==> config.mk <==
export PLATFORM = sky130hd
export DESIGN_NAME = hazard_ctrl
export DESIGN_NICKNAME = d
export VERILOG_FILES = /design/src/rtl/hazard_pkg.sv /design/src/rtl/hazard_mc_timer.sv /design/src/rtl/hazard_ctrl.sv
export SDC_FILE = /design/constraint.sdc
export NUM_CORES = 1
export LEC_CHECK = 0
export CORE_MARGIN = 3
export CORE_UTILIZATION = 37
export CTS_CLUSTER_DIAMETER = 30
export DETAILED_ROUTE_END_ITERATION = 10
export PLACE_DENSITY = 0.9
export SYNTH_ARGS = -nofsm -noshare
export SYNTH_HDL_FRONTEND = slang
export SYNTH_SLANG_ARGS = --single-unit
export TNS_END_PERCENT = 10
==> constraint.sdc <==
create_clock -name clk -period 2.13 [get_ports clk]
set_clock_uncertainty 0.15 [all_clocks]
set_input_delay 0.426 -clock clk [delete_from_list [all_inputs] [get_ports clk]]
set_output_delay 0.426 -clock clk [all_outputs]
set_load 0.005 [all_outputs]
==> src/rtl/hazard_pkg.sv <==
// hazard_pkg -- shared definitions for the pipeline hazard controller.
//
// Contents:
//   state_e       : controller FSM encoding (INIT, RUN, MC_BUSY, MISS)
//   STG_*         : bit index of each pipeline stage in bubble/flush vectors
//   load_use_hit  : load-use dependency detector between ID and EX
package hazard_pkg;

   typedef enum logic [1:0] {
      ST_INIT    = 2'd0,
      ST_RUN     = 2'd1,
      ST_MC_BUSY = 2'd2,
      ST_MISS    = 2'd3
   } state_e;

   localparam int STG_F   = 0;
   localparam int STG_D   = 1;
   localparam int STG_E   = 2;
   localparam int STG_M   = 3;
   localparam int STG_W   = 4;
   localparam int NUM_STG = 5;

   // A load in EX writing a non-zero register that ID actually reads.
   function automatic logic load_use_hit(
      input logic [4:0] rs1,
      input logic [4:0] rs2,
      input logic       rs1_use,
      input logic       rs2_use,
      input logic [4:0] rd,
      input logic       reg_write_en,
      input logic       wb_select
   );
      logic match_s;
      match_s = (rs1_use & (rs1 == rd)) | (rs2_use & (rs2 == rd));
      return wb_select & reg_write_en & (rd != 5'd0) & match_s;
   endfunction

endpackage

==> src/rtl/hazard_mc_timer.sv <==
// hazard_mc_timer -- loadable down-counter tracking remaining multi-cycle
// EX stall cycles.
//
// Ports:
//   clk, rst    : clock, asynchronous active-high reset (count -> 0)
//   load_i      : load load_val_i (has priority over dec_i)
//   load_val_i  : value loaded
//   dec_i       : decrement by one; when low (and no load) the count holds
//   zero_o      : count is zero
module hazard_mc_timer #(
   parameter int W = 2
) (
   input  logic         clk,
   input  logic         rst,
   input  logic         load_i,
   input  logic [W-1:0] load_val_i,
   input  logic         dec_i,
   output logic         zero_o
);

   logic [W-1:0] cnt_q;
   logic [W-1:0] cnt_d;

   // Next count: load, decrement (saturating at zero) or hold.
   always_comb begin
      cnt_d = cnt_q;
      if (load_i) begin
         cnt_d = load_val_i;
      end else if (dec_i && (cnt_q != {W{1'b0}})) begin
         cnt_d = cnt_q - W'(1);
      end else begin
         cnt_d = cnt_q;
      end
   end

   // Count register.
   always_ff @(posedge clk or posedge rst) begin
      if (rst) begin
         cnt_q <= {W{1'b0}};
      end else begin
         cnt_q <= cnt_d;
      end
   end

   assign zero_o = (cnt_q == {W{1'b0}});

endmodule

==> src/rtl/hazard_ctrl.sv <==
// hazard_ctrl -- hold/clear sequencing for the 5-stage RV32I pipeline.
//
// Drives bubble (hold) and flush (clear) of the IF/ID, ID/EX, EX/MEM and
// MEM/WB registers. Outputs are Mealy: decoded from the FSM state and the
// current hazard inputs in the same cycle.
//
// Ports:
//   clk, rst                      : clock, asynchronous active-high reset
//   rs1_D, rs2_D, rs1_use_D,
//   rs2_use_D                     : ID source registers and their use flags
//   rd_E, reg_write_en_E,
//   wb_select_E                   : EX destination, write enable, load flag
//   br_taken_E, jalr_E            : EX redirect
//   jal_D                         : jal decoded in ID
//   mc_start_E                    : multi-cycle op present in EX
//   miss_M                        : data cache miss/busy (level)
//   bubble{F,D,E,M,W}             : hold stage register
//   flush{F,D,E,M,W}              : clear stage register
//   stall_cnt, flush_cnt          : performance counters (only with
//                                   HAZARD_PERF_CNT_EN defined)
//
// Optional feature macro: HAZARD_PERF_CNT_EN
module hazard_ctrl
   import hazard_pkg::*;
#(
   parameter int INIT_CYCLES = 2,
   parameter int MC_LAT      = 4,
   parameter int CNT_W       = 32
) (
   input  logic             clk,
   input  logic             rst,
   input  logic [4:0]       rs1_D,
   input  logic [4:0]       rs2_D,
   input  logic             rs1_use_D,
   input  logic             rs2_use_D,
   input  logic [4:0]       rd_E,
   input  logic             reg_write_en_E,
   input  logic             wb_select_E,
   input  logic             br_taken_E,
   input  logic             jalr_E,
   input  logic             jal_D,
   input  logic             mc_start_E,
   input  logic             miss_M,
   output logic             bubbleF,
   output logic             bubbleD,
   output logic             bubbleE,
   output logic             bubbleM,
   output logic             bubbleW,
   output logic             flushF,
   output logic             flushD,
   output logic             flushE,
   output logic             flushM,
   output logic             flushW
`ifdef HAZARD_PERF_CNT_EN
   ,
   output logic [CNT_W-1:0] stall_cnt,
   output logic [CNT_W-1:0] flush_cnt
`endif
);

   localparam int INIT_W = $clog2(INIT_CYCLES + 1);
   localparam int MC_W   = $clog2(MC_LAT);

   state_e              state_q;
   state_e              state_d;
   logic [INIT_W-1:0]   init_cnt_q;
   logic [INIT_W-1:0]   init_cnt_d;

   logic                lu_s;
   logic                redirect_s;
   logic [NUM_STG-1:0]  base_bubble_s;
   logic [NUM_STG-1:0]  base_flush_s;
   logic [NUM_STG-1:0]  bubble_s;
   logic [NUM_STG-1:0]  flush_s;
   logic                mc_load_s;
   logic                mc_dec_s;
   logic                mc_zero_s;

   assign lu_s       = load_use_hit(rs1_D, rs2_D, rs1_use_D, rs2_use_D,
                                    rd_E, reg_write_en_E, wb_select_E);
   assign redirect_s = br_taken_E | jalr_E;

   // Redirect / jal / load-use outputs, shared by RUN, MISS exit and
   // the MC_BUSY release cycle.
   always_comb begin
      base_bubble_s = {NUM_STG{1'b0}};
      base_flush_s  = {NUM_STG{1'b0}};
      if (redirect_s) begin
         // The instruction in ID is on the wrong path, so a load-use
         // stall against it is pointless.
         base_flush_s[STG_D] = 1'b1;
         base_flush_s[STG_E] = 1'b1;
      end else begin
         if (lu_s) begin
            base_bubble_s[STG_F] = 1'b1;
            base_bubble_s[STG_D] = 1'b1;
            base_flush_s[STG_E]  = 1'b1;
         end else begin
            base_flush_s[STG_E]  = 1'b0;
         end
         if (jal_D) begin
            // Clearing IF/ID takes precedence over holding it.
            base_flush_s[STG_D]  = 1'b1;
            base_bubble_s[STG_D] = 1'b0;
         end else begin
            base_flush_s[STG_D]  = 1'b0;
         end
      end
   end

   // FSM next state, init counter, mc timer controls and stage outputs.
   always_comb begin
      state_d    = state_q;
      init_cnt_d = init_cnt_q;
      bubble_s   = {NUM_STG{1'b0}};
      flush_s    = {NUM_STG{1'b0}};
      mc_load_s  = 1'b0;
      mc_dec_s   = 1'b0;
      case (state_q)
         ST_INIT: begin
            flush_s = {NUM_STG{1'b1}};
            if (init_cnt_q > INIT_W'(1)) begin
               init_cnt_d = init_cnt_q - INIT_W'(1);
               state_d    = ST_INIT;
            end else begin
               init_cnt_d = {INIT_W{1'b0}};
               state_d    = ST_RUN;
            end
         end
         ST_RUN, ST_MISS: begin
            // MISS falls through to RUN rules the cycle miss_M drops.
            if (miss_M) begin
               bubble_s = {NUM_STG{1'b1}};
               state_d  = ST_MISS;
            end else if (mc_start_E) begin
               bubble_s[STG_F] = 1'b1;
               bubble_s[STG_D] = 1'b1;
               bubble_s[STG_E] = 1'b1;
               flush_s[STG_M]  = 1'b1;
               mc_load_s       = 1'b1;
               state_d         = ST_MC_BUSY;
            end else begin
               bubble_s = base_bubble_s;
               flush_s  = base_flush_s;
               state_d  = ST_RUN;
            end
         end
         ST_MC_BUSY: begin
            if (miss_M) begin
               bubble_s = {NUM_STG{1'b1}};
               state_d  = ST_MC_BUSY;
            end else if (!mc_zero_s) begin
               bubble_s[STG_F] = 1'b1;
               bubble_s[STG_D] = 1'b1;
               bubble_s[STG_E] = 1'b1;
               flush_s[STG_M]  = 1'b1;
               mc_dec_s        = 1'b1;
               state_d         = ST_MC_BUSY;
            end else begin
               // Release cycle: mc_start_E is still asserted by the frozen
               // EX stage and must not restart the stall.
               bubble_s = base_bubble_s;
               flush_s  = base_flush_s;
               state_d  = ST_RUN;
            end
         end
         default: begin
            flush_s    = {NUM_STG{1'b1}};
            init_cnt_d = INIT_W'(INIT_CYCLES);
            state_d    = ST_INIT;
         end
      endcase
   end

   // State and init counter registers.
   always_ff @(posedge clk or posedge rst) begin
      if (rst) begin
         state_q    <= ST_INIT;
         init_cnt_q <= INIT_W'(INIT_CYCLES);
      end else begin
         state_q    <= state_d;
         init_cnt_q <= init_cnt_d;
      end
   end

   // The first stall cycle is issued from RUN, so MC_LAT-2 more remain.
   hazard_mc_timer #(
      .W (MC_W)
   ) u_mc_timer (
      .clk        (clk),
      .rst        (rst),
      .load_i     (mc_load_s),
      .load_val_i (MC_W'(MC_LAT - 2)),
      .dec_i      (mc_dec_s),
      .zero_o     (mc_zero_s)
   );

   assign bubbleF = bubble_s[STG_F];
   assign bubbleD = bubble_s[STG_D];
   assign bubbleE = bubble_s[STG_E];
   assign bubbleM = bubble_s[STG_M];
   assign bubbleW = bubble_s[STG_W];
   assign flushF  = flush_s[STG_F];
   assign flushD  = flush_s[STG_D];
   assign flushE  = flush_s[STG_E];
   assign flushM  = flush_s[STG_M];
   assign flushW  = flush_s[STG_W];

`ifdef HAZARD_PERF_CNT_EN
   logic [CNT_W-1:0] stall_cnt_q;
   logic [CNT_W-1:0] stall_cnt_d;
   logic [CNT_W-1:0] flush_cnt_q;
   logic [CNT_W-1:0] flush_cnt_d;

   // Count stall and ID-flush cycles outside INIT; wraps naturally.
   always_comb begin
      stall_cnt_d = stall_cnt_q;
      flush_cnt_d = flush_cnt_q;
      if (state_q != ST_INIT) begin
         stall_cnt_d = stall_cnt_q + CNT_W'(bubble_s[STG_F]);
         flush_cnt_d = flush_cnt_q + CNT_W'(flush_s[STG_D]);
      end else begin
         stall_cnt_d = stall_cnt_q;
         flush_cnt_d = flush_cnt_q;
      end
   end

   // Performance counter registers.
   always_ff @(posedge clk or posedge rst) begin
      if (rst) begin
         stall_cnt_q <= {CNT_W{1'b0}};
         flush_cnt_q <= {CNT_W{1'b0}};
      end else begin
         stall_cnt_q <= stall_cnt_d;
         flush_cnt_q <= flush_cnt_d;
      end
   end

   assign stall_cnt = stall_cnt_q;
   assign flush_cnt = flush_cnt_q;
`endif

endmodule

==> metrics.csv <==
stage,metric,value,unit
run_status,status,"finished, violations left",
run_status,violations,setup timing,
worst_setup_path,crit_type,input port to output port,
synth,synth_warnings,0,
synth,async_reset_ff_share,100,%
global_routing,grt_start_max_net_pins,7,
synth,synth-edff-count,0,
worst_setup_path,rrSetupSlack,560,ps
route,wl_per_cell,16.4,um
route,vias_per_cell,5.42,
route,drc_errors,0,
route,antenna_left,0,
die,die_w,44.1,um
placement,place_inst,125,
placement,io_buffers,35,
clocking,clock_path_buffers,2,
sta,worstMarginPinSlew,245,ps
clocking,numCtsBuffers,3,
synth,synthFlopType,dfrtp_1,
synth,yosys_register_bits,6,
layout,regArea,153,um2
sta,hold_viol_final,0,
clocking,cts_sinks,6,
synth,syn_inst,67,
clocking,cts_hold_buf,0,
synth,ys_seq_area_share,28.2,%
route,num_vias,715,
placement,routabilityCongestion,0.826,
layout,multiInputGateArea,458,um2
min_path,hp-class,input port to async pin,
power,p_total,893,uW
die,io_pins,36,
route,routed_wl,2160,um
die,row_count,13,
global_routing,grt.overflow.total,0,
layout,fin_nets,145,
global_routing,grt_antenna_before_repair,0,
sta,setup_slack,-131,ps
clocking,clk_latency,250,ps
power,ir_drop,0.898,mV
layout,fillCellCount,78,
die,core_region_area,0.00133,mm2
global_routing,grt_pass1_vias,703,
layout,design_area,0.00111,mm2
sta,fin_crit,2260,ps
sta,max_slew_margin,83.5,%
sta,rsz0062_at_grt,yes,
global_routing,grt_pass1_wl,3160,um
worst_setup_path,crit_path_end_kind,output port,
route,drt-initial-drc-count,14,
synth,syn_avg_cell_area,8.01,um2
placement,place_area,972,um2
sta,period_share,106,%
die,die_h,44.1,um
die,initial_core_util,40.2,%
worst_setup_path,cp.arrival,1690,ps
layout,antennaDiodeCount,0,
synth,synth_area,537,um2
clocking,ctsRootBufferMaster,clkbuf_4,
synth,synth.distinct_cells,31,
global_routing,grt_use_total,22.2,%
power,p_per_area,805,mW/mm2
layout,area_delta_synth_final,107,%
worst_setup_path,cp-start-kind,input port,
worst_setup_path,cp.required,1550,ps
sta,max_freq,442,MHz
placement,dpl.hpwl,1490,um
power,p_leak,0.000514,uW
layout,finalNonFillerCells,132,
clocking,cts_tree,yes,
clocking,clk_pin_slew,60,ps
worst_setup_path,crit_fanout,2,
synth,syn-num-nets,94,
sta,fin_hold_ws,235,ps
placement,dp_slack,-815,ps
die,die-area,0.00194,mm2
sta,maxSlewViolCount,0,
sta,setup_viol,3,
clocking,htree_levels,1,
route,drt_pass1_iterations,4,
layout,drive_above_1_share,42.7,%
job,maxCapViolCount,0,
-- Yosys cell counts, types with 2 or more instances --
cell,instances,share of area [%]
o21ai_0,7,6.5
dfrtp_1,5,23
nand3_1,3,2.8
a21oi_1,3,2.8
xor2_1,8,13
nand2_1,5,3.5
nor2_1,5,3.5
inv_1,5,3.5
xnor2_1,3,4.9
buf_4,2,2.8
-- through the flow --
stage	TNS, ps	utilization, %
after detailed placement	-3990	72.9
after CTS	-373	77.5
final	-234	83.1
after floorplan	0	-
after global routing	-496	83.1
after global placement	-3510	72.9
-- cells by family after synthesis --
logic type	Yosys count	share of synthesized area [%]
compound gates	19	23.1
xor+xnor	11	18.0
fa+ha+maj	1	2.33
buf+inv	9	7.92
flops	6	28.2
simple gates	21	20.5
-- flip-flops by register name, summed over array words and instances, names as in the netlist --
signal and count:
init_cnt_q 2, u_mc_timer.cnt_q 2, state_q 2
-- critical path, cell delays in order --
cell and delay [ps]:
clkdlybuf4s15_1 190, xor2_1 160, nor4_2 310, a32oi_2 90, buf_4 170, o31ai_4 200
buf_2 150
-- power breakdown --
| group | leakage [uW] | total [uW] | switching, uW | internal (uW) |
|---|---|---|---|---|
| logic | 0.000431 | 582 | 267 | 315 |
| clock network | 0.0000150 | 115 | 44.1 | 71.1 |
| registers | 0.0000682 | 196 | 45.7 | 150 |
-- layer usage --
layer,track usage [%],routed length [um],vias up
li1,-,-,327
met5,0,0,-
met4,8.43,61,0
met3,5.28,95,10
met1,26.6,822,352
met2,38.1,1180,26
-- cell type report --
class,count,area share [%]
Multi-Input combinational cell,52,41.3
Timing Repair Buffer,50,39.2
Sequential cell,6,13.8
Clock buffer,4,2.37
Inverter,5,1.69
Tap cell,15,1.69
-- layout by cell type (no fill, tap or decap), drive strengths merged --
cell type,instances
a21boi,1
a21oi,3
a32oi,1
and2,2
buf,27
clkbuf,5
clkdlybuf4s15,2
clkdlybuf4s50,9
dfrtp,5
dfstp,1
dlygate4sd2,8
dlymetal6s2s,3
ha,1
inv,5
nand2,5
nand2b,1
nand3,3
nand3b,1
nor2,5
nor4,2
o211ai,1
o21a,1
o21ai,8
o22ai,1
o311a,1
o31a,1
o31ai,1
or2,1
or3,1
xnor2,3
xor2,8
-- repair_timing --
| action | in CTS | in global routing |
|---|---|---|
| resized for setup | 81 | 23 |
| setup buffers | 3 | 0 |
| pin swaps | 10 | 8 |
| setup endpoints to repair | 10 | 6 |
| cloned | 0 | 0 |
-- path summary, 6_finish.rpt --
check,start,cells after the start,end
max,rs2_D[4],7,bubbleD
min,rst,2,u_mc_timer.cnt_q[0]
max reg2reg,state_q[0],6,u_mc_timer.cnt_q[0]
min reg2reg,init_cnt_q[1],1,init_cnt_q[1]
max in group asynchronous,rst,2,init_cnt_q[1]
min in group clk,init_cnt_q[1],1,init_cnt_q[1]
No activity file was read; power rests on OpenSTA's default activity.
